--- src/rtl/pe_pkg.sv ---
// Shared constants and helpers for the PE wrapper FIFOs.
// Covers element width, default lane counts per stream, and pointer/count sizing.
package pe_pkg;

    localparam int unsigned PE_DATA_WIDTH = 16;
    localparam int unsigned IFMAP_LANES   = 1;
    localparam int unsigned FILTER_LANES  = 4;
    localparam int unsigned PSUM_LANES    = 4;

    // Bits needed to hold the values 0..n inclusive.
    function automatic int unsigned clog2_p1(input int unsigned n);
        int unsigned r;
        r = 1;
        for (int unsigned i = 1; i < 32; i++) begin
            if ((32'd1 << i) <= n) r = i + 1;
        end
        return r;
    endfunction

    // Modular add for base < depth and off <= depth; depth need not be a power of two.
    function automatic int unsigned mod_add(input int unsigned base,
                                            input int unsigned off,
                                            input int unsigned depth);
        int unsigned s;
        s = base + off;
        if (s >= depth) s = s - depth;
        return s;
    endfunction

endpackage

--- src/rtl/pe_lane_ram.sv ---
// Element-granular storage: W_LANES write ports at consecutive addresses and
// R_LANES asynchronous read ports, all addresses wrapping modulo DEPTH.
module pe_lane_ram
    import pe_pkg::*;
#(
    parameter int unsigned DATA_WIDTH = PE_DATA_WIDTH,
    parameter int unsigned DEPTH      = 16,
    parameter int unsigned W_LANES    = 1,
    parameter int unsigned R_LANES    = 4,
    localparam int unsigned AW        = (DEPTH > 1) ? $clog2(DEPTH) : 1
) (
    input  logic                          clk,
    input  logic                          we,
    input  logic [AW-1:0]                 wr_ptr,
    input  logic [W_LANES*DATA_WIDTH-1:0] din,
    input  logic [AW-1:0]                 rd_ptr,
    output logic [R_LANES*DATA_WIDTH-1:0] dout
);

    logic [DATA_WIDTH-1:0] mem      [DEPTH];
    logic [DATA_WIDTH-1:0] mem_next [DEPTH];

    always_comb begin
        mem_next = mem;
        if (we) begin
            for (int unsigned l = 0; l < W_LANES; l++) begin
                mem_next[AW'(mod_add(32'(wr_ptr), l, DEPTH))] = din[l*DATA_WIDTH +: DATA_WIDTH];
            end
        end
    end

    // Data storage carries no reset; contents are only meaningful below count.
    always_ff @(posedge clk) begin
        mem <= mem_next;
    end

    always_comb begin
        dout = '0;
        for (int unsigned r = 0; r < R_LANES; r++) begin
            dout[r*DATA_WIDTH +: DATA_WIDTH] = mem[AW'(mod_add(32'(rd_ptr), r, DEPTH))];
        end
    end

endmodule

--- src/rtl/pe_gearbox_fifo.sv ---
// Width-converting FWFT FIFO: W_LANES elements in per push, R_LANES out per pop,
// with flush, occupancy count, almost-full flag and overflow/underflow pulses.
module pe_gearbox_fifo
    import pe_pkg::*;
#(
    parameter int unsigned DATA_WIDTH = PE_DATA_WIDTH,
    parameter int unsigned W_LANES    = IFMAP_LANES,
    parameter int unsigned R_LANES    = FILTER_LANES,
    parameter int unsigned DEPTH      = 16,
    parameter int unsigned AF_LEVEL   = 12,
    localparam int unsigned CW        = clog2_p1(DEPTH),
    localparam int unsigned AW        = (DEPTH > 1) ? $clog2(DEPTH) : 1
) (
    input  logic                          clk,
    input  logic                          reset,
    input  logic                          flush,
    input  logic                          push,
    input  logic [W_LANES*DATA_WIDTH-1:0] din,
    output logic                          full,
    output logic                          almost_full,
    input  logic                          pop,
    output logic [R_LANES*DATA_WIDTH-1:0] dout,
    output logic                          empty,
    output logic [CW-1:0]                 count,
    output logic                          overflow,
    output logic                          underflow
);

    if ((DEPTH % W_LANES) != 0 || (DEPTH % R_LANES) != 0 || AF_LEVEL > DEPTH) begin : g_bad_cfg
        $fatal(1, "pe_gearbox_fifo: DEPTH must be a multiple of both lane counts and AF_LEVEL <= DEPTH");
    end

    logic [AW-1:0] wr_ptr;
    logic [AW-1:0] rd_ptr;
    logic          clr;
    logic          acc_push;
    logic          acc_pop;
    logic [31:0]   cnt_n;

    assign full        = (32'(count) + W_LANES) > DEPTH;
    assign empty       = 32'(count) < R_LANES;
    assign almost_full = 32'(count) >= AF_LEVEL;

    assign clr      = ~reset | flush;
    assign acc_push = push & ~full;
    assign acc_pop  = pop & ~empty;

    always_comb begin
        cnt_n = 32'(count);
        if (acc_push) cnt_n = cnt_n + W_LANES;
        if (acc_pop)  cnt_n = cnt_n - R_LANES;
    end

    // Control state: pointers, count and error pulses; flush shares the reset path.
    always_ff @(posedge clk) begin
        if (clr) begin
            wr_ptr    <= '0;
            rd_ptr    <= '0;
            count     <= '0;
            overflow  <= 1'b0;
            underflow <= 1'b0;
        end else begin
            overflow  <= push & full;
            underflow <= pop & empty;
            if (acc_push) wr_ptr <= AW'(mod_add(32'(wr_ptr), W_LANES, DEPTH));
            if (acc_pop)  rd_ptr <= AW'(mod_add(32'(rd_ptr), R_LANES, DEPTH));
            count <= CW'(cnt_n);
        end
    end

    pe_lane_ram #(
        .DATA_WIDTH (DATA_WIDTH),
        .DEPTH      (DEPTH),
        .W_LANES    (W_LANES),
        .R_LANES    (R_LANES)
    ) u_ram (
        .clk    (clk),
        .we     (acc_push & ~clr),
        .wr_ptr (wr_ptr),
        .din    (din),
        .rd_ptr (rd_ptr),
        .dout   (dout)
    );

endmodule

--- config.mk ---
export PLATFORM = sky130hd
export DESIGN_NAME = pe_gearbox_fifo
export DESIGN_NICKNAME = d
export VERILOG_FILES = /design/src/rtl/pe_pkg.sv /design/src/rtl/pe_lane_ram.sv /design/src/rtl/pe_gearbox_fifo.sv
export SDC_FILE = /design/constraint.sdc
export NUM_CORES = 1
export LEC_CHECK = 0
export CAP_MARGIN = 40
export CORE_MARGIN = 2
export CORE_UTILIZATION = 40
export DETAILED_ROUTE_END_ITERATION = 8
export MAX_ROUTING_LAYER = met4
export PLACE_DENSITY = 0.68
export SLEW_MARGIN = 20
export SYNTH_ARGS = -nofsm -noshare
export SYNTH_HDL_FRONTEND = slang
export SYNTH_SLANG_ARGS = --single-unit
--- constraint.sdc ---
create_clock -name clk -period 10.6 [get_ports clk]
set_clock_uncertainty 0.15 [all_clocks]
set_input_delay 2.12 -clock clk [delete_from_list [all_inputs] [get_ports clk]]
set_output_delay 2.12 -clock clk [all_outputs]
set_load 0.03 [all_outputs]
After elaboration in Yosys (flattened, before gate mapping)
Index checks and enable logic that the tools add are counted.

storage, ports and cells
  bits of input ports = 21
  bits in latches = 0
  flip-flop bits (word level) = 271
  output and inout port bits = 74
  ROM bits = 0
  memory bits (writable) = 0
  memories kept = 0

operators by class
  divide/modulo/power cells = 0
  equal/unequal tests = 0
  $lt $le $gt $ge = 16
  bitwise gates (word level) = 15
  reductions and logical operators = 1
  shift operators = 0
  multipliers = 0
  add/sub/neg operators = 14
  muxes and demuxes = 25

operators by type and width
  kind                                                               count
  binary-select mux 16 bit (select 4 bit)                            4
  bitwise mux 256 bit                                                1
  2-to-1 mux 16 bit                                                  9
  demux 16 bit (select 4 bit)                                        1
  greater-or-equal comparator 5 bit, second input constant           10
  2-to-1 mux 4 bit                                                   8
  subtractor 4 x 1 -> 4 bit, second input constant                   7
  inverter 4 -> 5 bit                                                5
  adder 4 x 1 -> 5 bit, second input constant                        2
  adder 4 x 2 -> 5 bit, second input constant                        2
  greater-or-equal comparator 4 x 5 -> 1 bit, second input constant  2
  2-to-1 mux 5 bit                                                   2
  adder 5 x 1 -> 6 bit, second input constant                        1
  > comparator 6 x 5 -> 1 bit, second input constant                 1
  adder 4 x 3 -> 5 bit, second input constant                        1
  bitwise AND 1 bit                                                  5
  greater-or-equal comparator 5 x 4 -> 1 bit, second input constant  1
  < comparator 5 x 1 -> 1 bit, second input constant                 1
  < comparator 5 x 3 -> 1 bit, second input constant                 1
  subtractor 5 x 3 -> 5 bit, second input constant                   1
  inverter 1 bit                                                     4
  logical AND 1 bit                                                  1
  OR 1 bit                                                           1

Depth between registers and ports, before layout
  depth after elaboration = 12
  gate-level depth with buffers = 10

Modules after synthesis
A second synthesis with hierarchy kept.

unflattened totals
  cells, all modules = 960
  area, all modules = 16773.6 um^2

modules (own cells, without submodules)
  module           instances  area each (um^2)  cells an instance
  pe_lane_ram      1          15937.8           858
  pe_gearbox_fifo  1          835.8             102

Least setup slack after synthesis
Ideal clock, no wire load.

  path type = input to register
  from = input port reset
  to = register u_ram.mem[192] (netlist bit), enable pin
  arrival = 3932 ps
  library setup time = 409 ps
  data required time = 10041 ps
  cell stages on the path = 4
  setup slack = 6108 ps
  cells stage by stage = nor2b_1 clkbuf_1 nand3_1 nor3_1

between the ends
  cells in the longest elaborated chain, start to end = 4

ends and longest elaborated chain
  item                  line                   RTL
  start, declared       pe_gearbox_fifo.sv:15  input logic reset,
  inverter 1 bit        pe_gearbox_fifo.sv:44  assign clr = ~reset | flush;
  OR 1 bit              pe_gearbox_fifo.sv:44
  inverter 1 bit        pe_gearbox_fifo.sv:78  .we (acc_push & ~clr),
  bitwise AND 1 bit     pe_gearbox_fifo.sv:78
  end signal, assigned  pe_lane_ram.sv:34      mem <= mem_next;
  end, declared         pe_lane_ram.sv:20      logic [DATA_WIDTH-1:0] mem [DEPTH];

Every way passes these cells.
A chain may end at the register's enable or synchronous reset.

Worst setup path after layout
  from = register rd_ptr[2]
  to = output port dout[19]

between the ends
  cells in the longest elaborated chain, start to end = 7

ends and longest elaborated chain
  item                                                                                   line                   RTL
  start, declared                                                                        pe_gearbox_fifo.sv:34  logic [AW-1:0] rd_ptr;
  start signal, assigned                                                                 pe_gearbox_fifo.sv:66  if (acc_pop) rd_ptr <= AW'(mod_add(32'(rd_ptr), R_LANES, DEPTH));
  adder 4 x 1 -> 5 bit *                                                                 pe_pkg.sv:25           s = base + off;
  subtractor 4 x 1 -> 4 bit / greater-or-equal comparator 5 bit (equally long branches)  pe_pkg.sv:26           if (s >= depth) s = s - depth;
  2-to-1 mux 4 bit *                                                                     pe_pkg.sv:26
  inverter 4 -> 5 bit (not written as such) *                                            pe_lane_ram.sv:40      dout[r*DATA_WIDTH +: DATA_WIDTH] = mem[AW'(mod_add(32'(rd_ptr), r, DEPTH))];
  binary-select mux 16 bit (select 4 bit) *                                              pe_lane_ram.sv:40
  2-to-1 mux 16 bit (not written as such) * (2 in a row)                                 pe_lane_ram.sv:40
  end, declared                                                                          pe_gearbox_fifo.sv:22  output logic [R_LANES*DATA_WIDTH-1:0] dout,

Mark *: on every way between the ends. The rest lies on a longest branch, timed or not. The select of a mux whose other input is x is not followed.

==> results summary <==
The remaining max-slew budget at the tightest pin is 0.478. The power density of the placed cells is 172 mW/mm2. The reg-to-reg setup timing slack is 7.55 ns. At the pin with the least slew margin, the transition time is 0.780 ns.

The first global-routing pass estimated 30400 um of wire. The number of warning messages in the yosys log came out at 0. The most common cell after layout, fill and taps aside is edfxtp_1.

The share of the clock period used by the worst path is 0.519. Entering global routing, the biggest net connects 35 pins. Setup repair after global routing left no endpoint under its margin. The total wire length came out at 20300 um. The fraction of final layout cells with drive strength greater than 1 came out at 0.226. The worst reg2reg path startpoint is count[0]. The total of endpoints with negative setup slack in the final report is 0. The highest attainable clock frequency came out at 182 MHz. The via-per-instance ratio is 5.23.

The source-to-sink clock delay at the later pin of the worst-skew pair came out at 0.52 ns. The number of post-CTS setup repair buffers is 0. The starting utilization of the core area is 0.404. The initial antenna violation count is 0.

The startpoint of the most critical hold path is wr_ptr[1]. The sequential-to-total area share from yosys stat came out at 0.788. The root buffer cell chosen for the clock tree is clkbuf_16. Once detailed placement completed, the half-perimeter wirelength came to 12400 um.

Measured in cells, the most critical reg-to-reg path has a length of 7. The maximum vdd ir drop is 92.8 uV. The routability-driven placement congestion ratio is 0.750. The internal power consumption is 1.72 mW. The number of clock sinks is 269. In this run the core area contains 58 standard-cell rows. The number of DRC markers after the initial detailed-route iteration came out at 272.

The top-level I/O count is 95. The count of unique library cells instantiated by Yosys came out at 33. TritonCTS built the clock tree. The arrival time of data at the critical path endpoint came out at 3.24 ns. The utilization after layout is 0.496.

The end point of the worst hold path is wr_ptr[3]. The core area is 0.0250 mm2. The vertical extent of the die is 163 um.

The synthesized area per cell is 22.4 um2. The die covers 0.0265 mm2. After detailed routing, the number of remaining DRC violations is 0. Of the total power, registers draw 0.549. The leakage power is 3.87 nW. The total global-route track usage came out at 0.159. Leaving out fill and tap cells, the most frequent cells in the layout are 256 x edfxtp_1, 94 x clkdlybuf4s50_1, 64 x mux4_2. The number of antenna diodes in the final layout is 0. CTS built an H-tree with a depth of 1. The total placed cells including tap cells came out at 874.

The worst setup path is launched from a register. In this run the tool buffered the top-level ports with 94 buffer cells. Counting flops and latches in the post-synthesis netlist gives 269. Before antenna repair, the detailed router went through 5 iterations.

The final hold violation count is 0. TritonCTS created 26 clock buffers. The die width came out at 163 um. The cell area after synthesis is 0.0101 mm2. The proportion of power drawn by the clock network is 0.430. The total vias in the final route is 4819. The clock passes through at most 3 buffers. After global routing the overflow that remains totals 0.

The required arrival time at the worst endpoint is 8.33 ns. The largest fanout on the critical path is 34. The count of antenna-violating nets left after detailed routing came out at 0. The run finished with clean final reports.

The tool flagged a number of max-cap violations equal to 0. The shortest clock period the worst path allows after layout is 5.51 ns. The net load switching power came out at 0.404 mW. The number of hold buffers added after CTS was 0.

Compared with the post-synthesis result, the final layout area differs by 22.9%. The path category of the worst min-delay check is register to register. The fraction of power spent switching nets is 0.190. The fraction of power consumed by combinational cells came out at 0.022. The clock transition at the registers of the reported paths is 0.07 ns. The worst hold path was traced through 2 stages.

Counting every net in the synthesized netlist gives 479. The worst setup path is of the register to output pin kind. The number of cells in the finished layout apart from fillers is 922. The number of global-route vias before repair came out at 4905. After technology mapping, the gate count stands at 451. The average wire per cell in the routed design came out at 22.0 um.

In this run the critical register-to-register path is captured at u_ram.mem[225]. The total count of max-transition violations in the final report came out at 0. The final-layout setup total negative slack came out at 0 ns.

The element type at the critical path end is an output pin. Once the clock tree was built, the resizer swapped 0 gates to a different size. The number of nets in the layout came out at 600.
[per-stage QoR]
stage | cell area (um2) | total power, mW | hold WS [ns] | setup slack [ns]
2_1_floorplan | 10100 | 1.20 | 0.367 | 6.11
3_3_place_gp | 11500 | 1.23 | 0.387 | 5.54
3_5_place_dp | 11500 | 1.24 | 0.417 | 5.50
4_1_cts | 12400 | 2.15 | 0.419 | 4.95
5_1_grt | 12400 | 2.19 | 0.439 | 4.83
6_report | 12400 | 2.13 | 0.421 | 5.09
[cell families (layout without fill, tap and decap cells)]
group | count (synthesis) | count (layout) | synth area share
buffers and inverters | 23 | 164 | 0.0103
muxes | 66 | 66 | 0.145
and+or+nand+nor | 62 | 62 | 0.0289
adders and majority gates | 7 | 7 | 0.00869
xor gates and xnor gates | 8 | 8 | 0.00695
DFF | 269 | 269 | 0.788
AOI/OAI and AO/OA | 16 | 16 | 0.0113
[worst max-delay path, cell delays in order, from the launching register on]
cell             delay, ns
dfxtp_4               0.78
buf_4                 0.65
mux4_2                0.62
clkdlybuf4s50_1       0.63
[synthesized netlist by cell type]
| cell | count | area [um2] |
|---|---|---|
| edfxtp_1 | 256 | 7690 |
| mux4_2 | 64 | 1440 |
| nor2_1 | 22 | 82.6 |
| dfxtp_1 | 13 | 260 |
| nand2_1 | 12 | 45.0 |
| nand3_1 | 8 | 40.0 |
| clkbuf_1 | 7 | 26.3 |
| ha_1 | 7 | 87.6 |
| a21oi_1 | 6 | 30.0 |
| buf_1 | 6 | 22.5 |
| xnor2_1 | 6 | 52.6 |
| buf_2 | 5 | 25.0 |
| nand2b_1 | 5 | 31.3 |
| nor3_1 | 5 | 25.0 |
| and3_1 | 4 | 25.0 |
| buf_4 | 3 | 22.5 |
| o21ai_0 | 3 | 15.0 |
| inv_1 | 2 | 7.51 |
| nor2b_1 | 2 | 12.5 |
| xor2_1 | 2 | 17.5 |
| a21o_1 | 1 | 7.51 |
| a31o_2 | 1 | 8.76 |
| a31o_4 | 1 | 17.5 |
| a31oi_1 | 1 | 6.26 |
| a31oi_2 | 1 | 12.5 |
| and4_1 | 1 | 8.76 |
| mux2_4 | 1 | 15.0 |
| mux2i_1 | 1 | 10.0 |
| nand4_1 | 1 | 6.26 |
| nor4b_1 | 1 | 8.76 |
| o2111ai_1 | 1 | 8.76 |
| o31ai_1 | 1 | 7.51 |
| or3_1 | 1 | 6.26 |
[worst max-delay path by stage]
stage | start | endpoint | slack (ns) | cells after the start
after floorplan | reset | u_ram.mem[192] | 6.11 | 4
after global placement | rd_ptr[2] | dout[19] | 5.54 | 3
after detailed placement | rd_ptr[2] | dout[19] | 5.50 | 3
after CTS | rd_ptr[2] | dout[19] | 4.95 | 3
after global routing | rd_ptr[2] | dout[19] | 4.83 | 3
final | rd_ptr[2] | dout[19] | 5.09 | 3
[routing by layer]
metal / global-route usage / vias up / routed length (um)
met1: 0.214 / 2526 / 8630
met3: 0.0270 / 25 / 1130
met2: 0.255 / 158 / 10200
met4: 0.0386 / 0 / 336
met5: - / - / 0
li1: - / 2110 / -
[state kept, by name, summed over array words and instances (netlist names)]
signal and flops:
wr_ptr 4, overflow 1, count 5, u_ram.mem 256, underflow 1, rd_ptr 2
[final cells by class]
class	instances	area (um2)
clock buffers	36	749
flip-flops and latches	269	7950
clock inverters	12	113
repair buffers	114	1100
multi-input cells	159	2050
well taps	330	413
fillers	2015	12600
inverters	2	7.51
[power by group through the flow]
| stage | logic (mW) | registers [mW] | clock network (mW) |
|---|---|---|---|
| 2_1_floorplan | 0.0128 | 1.19 | 0 |
| 3_3_place_gp | 0.0444 | 1.19 | 0 |
| 3_5_place_dp | 0.0465 | 1.19 | 0 |
| 4_1_cts | 0.0466 | 1.17 | 0.932 |
| 5_1_grt | 0.0492 | 1.17 | 0.973 |
| 6_report | 0.0458 | 1.17 | 0.914 |
Note: power is estimated with default switching activity, not from simulation.
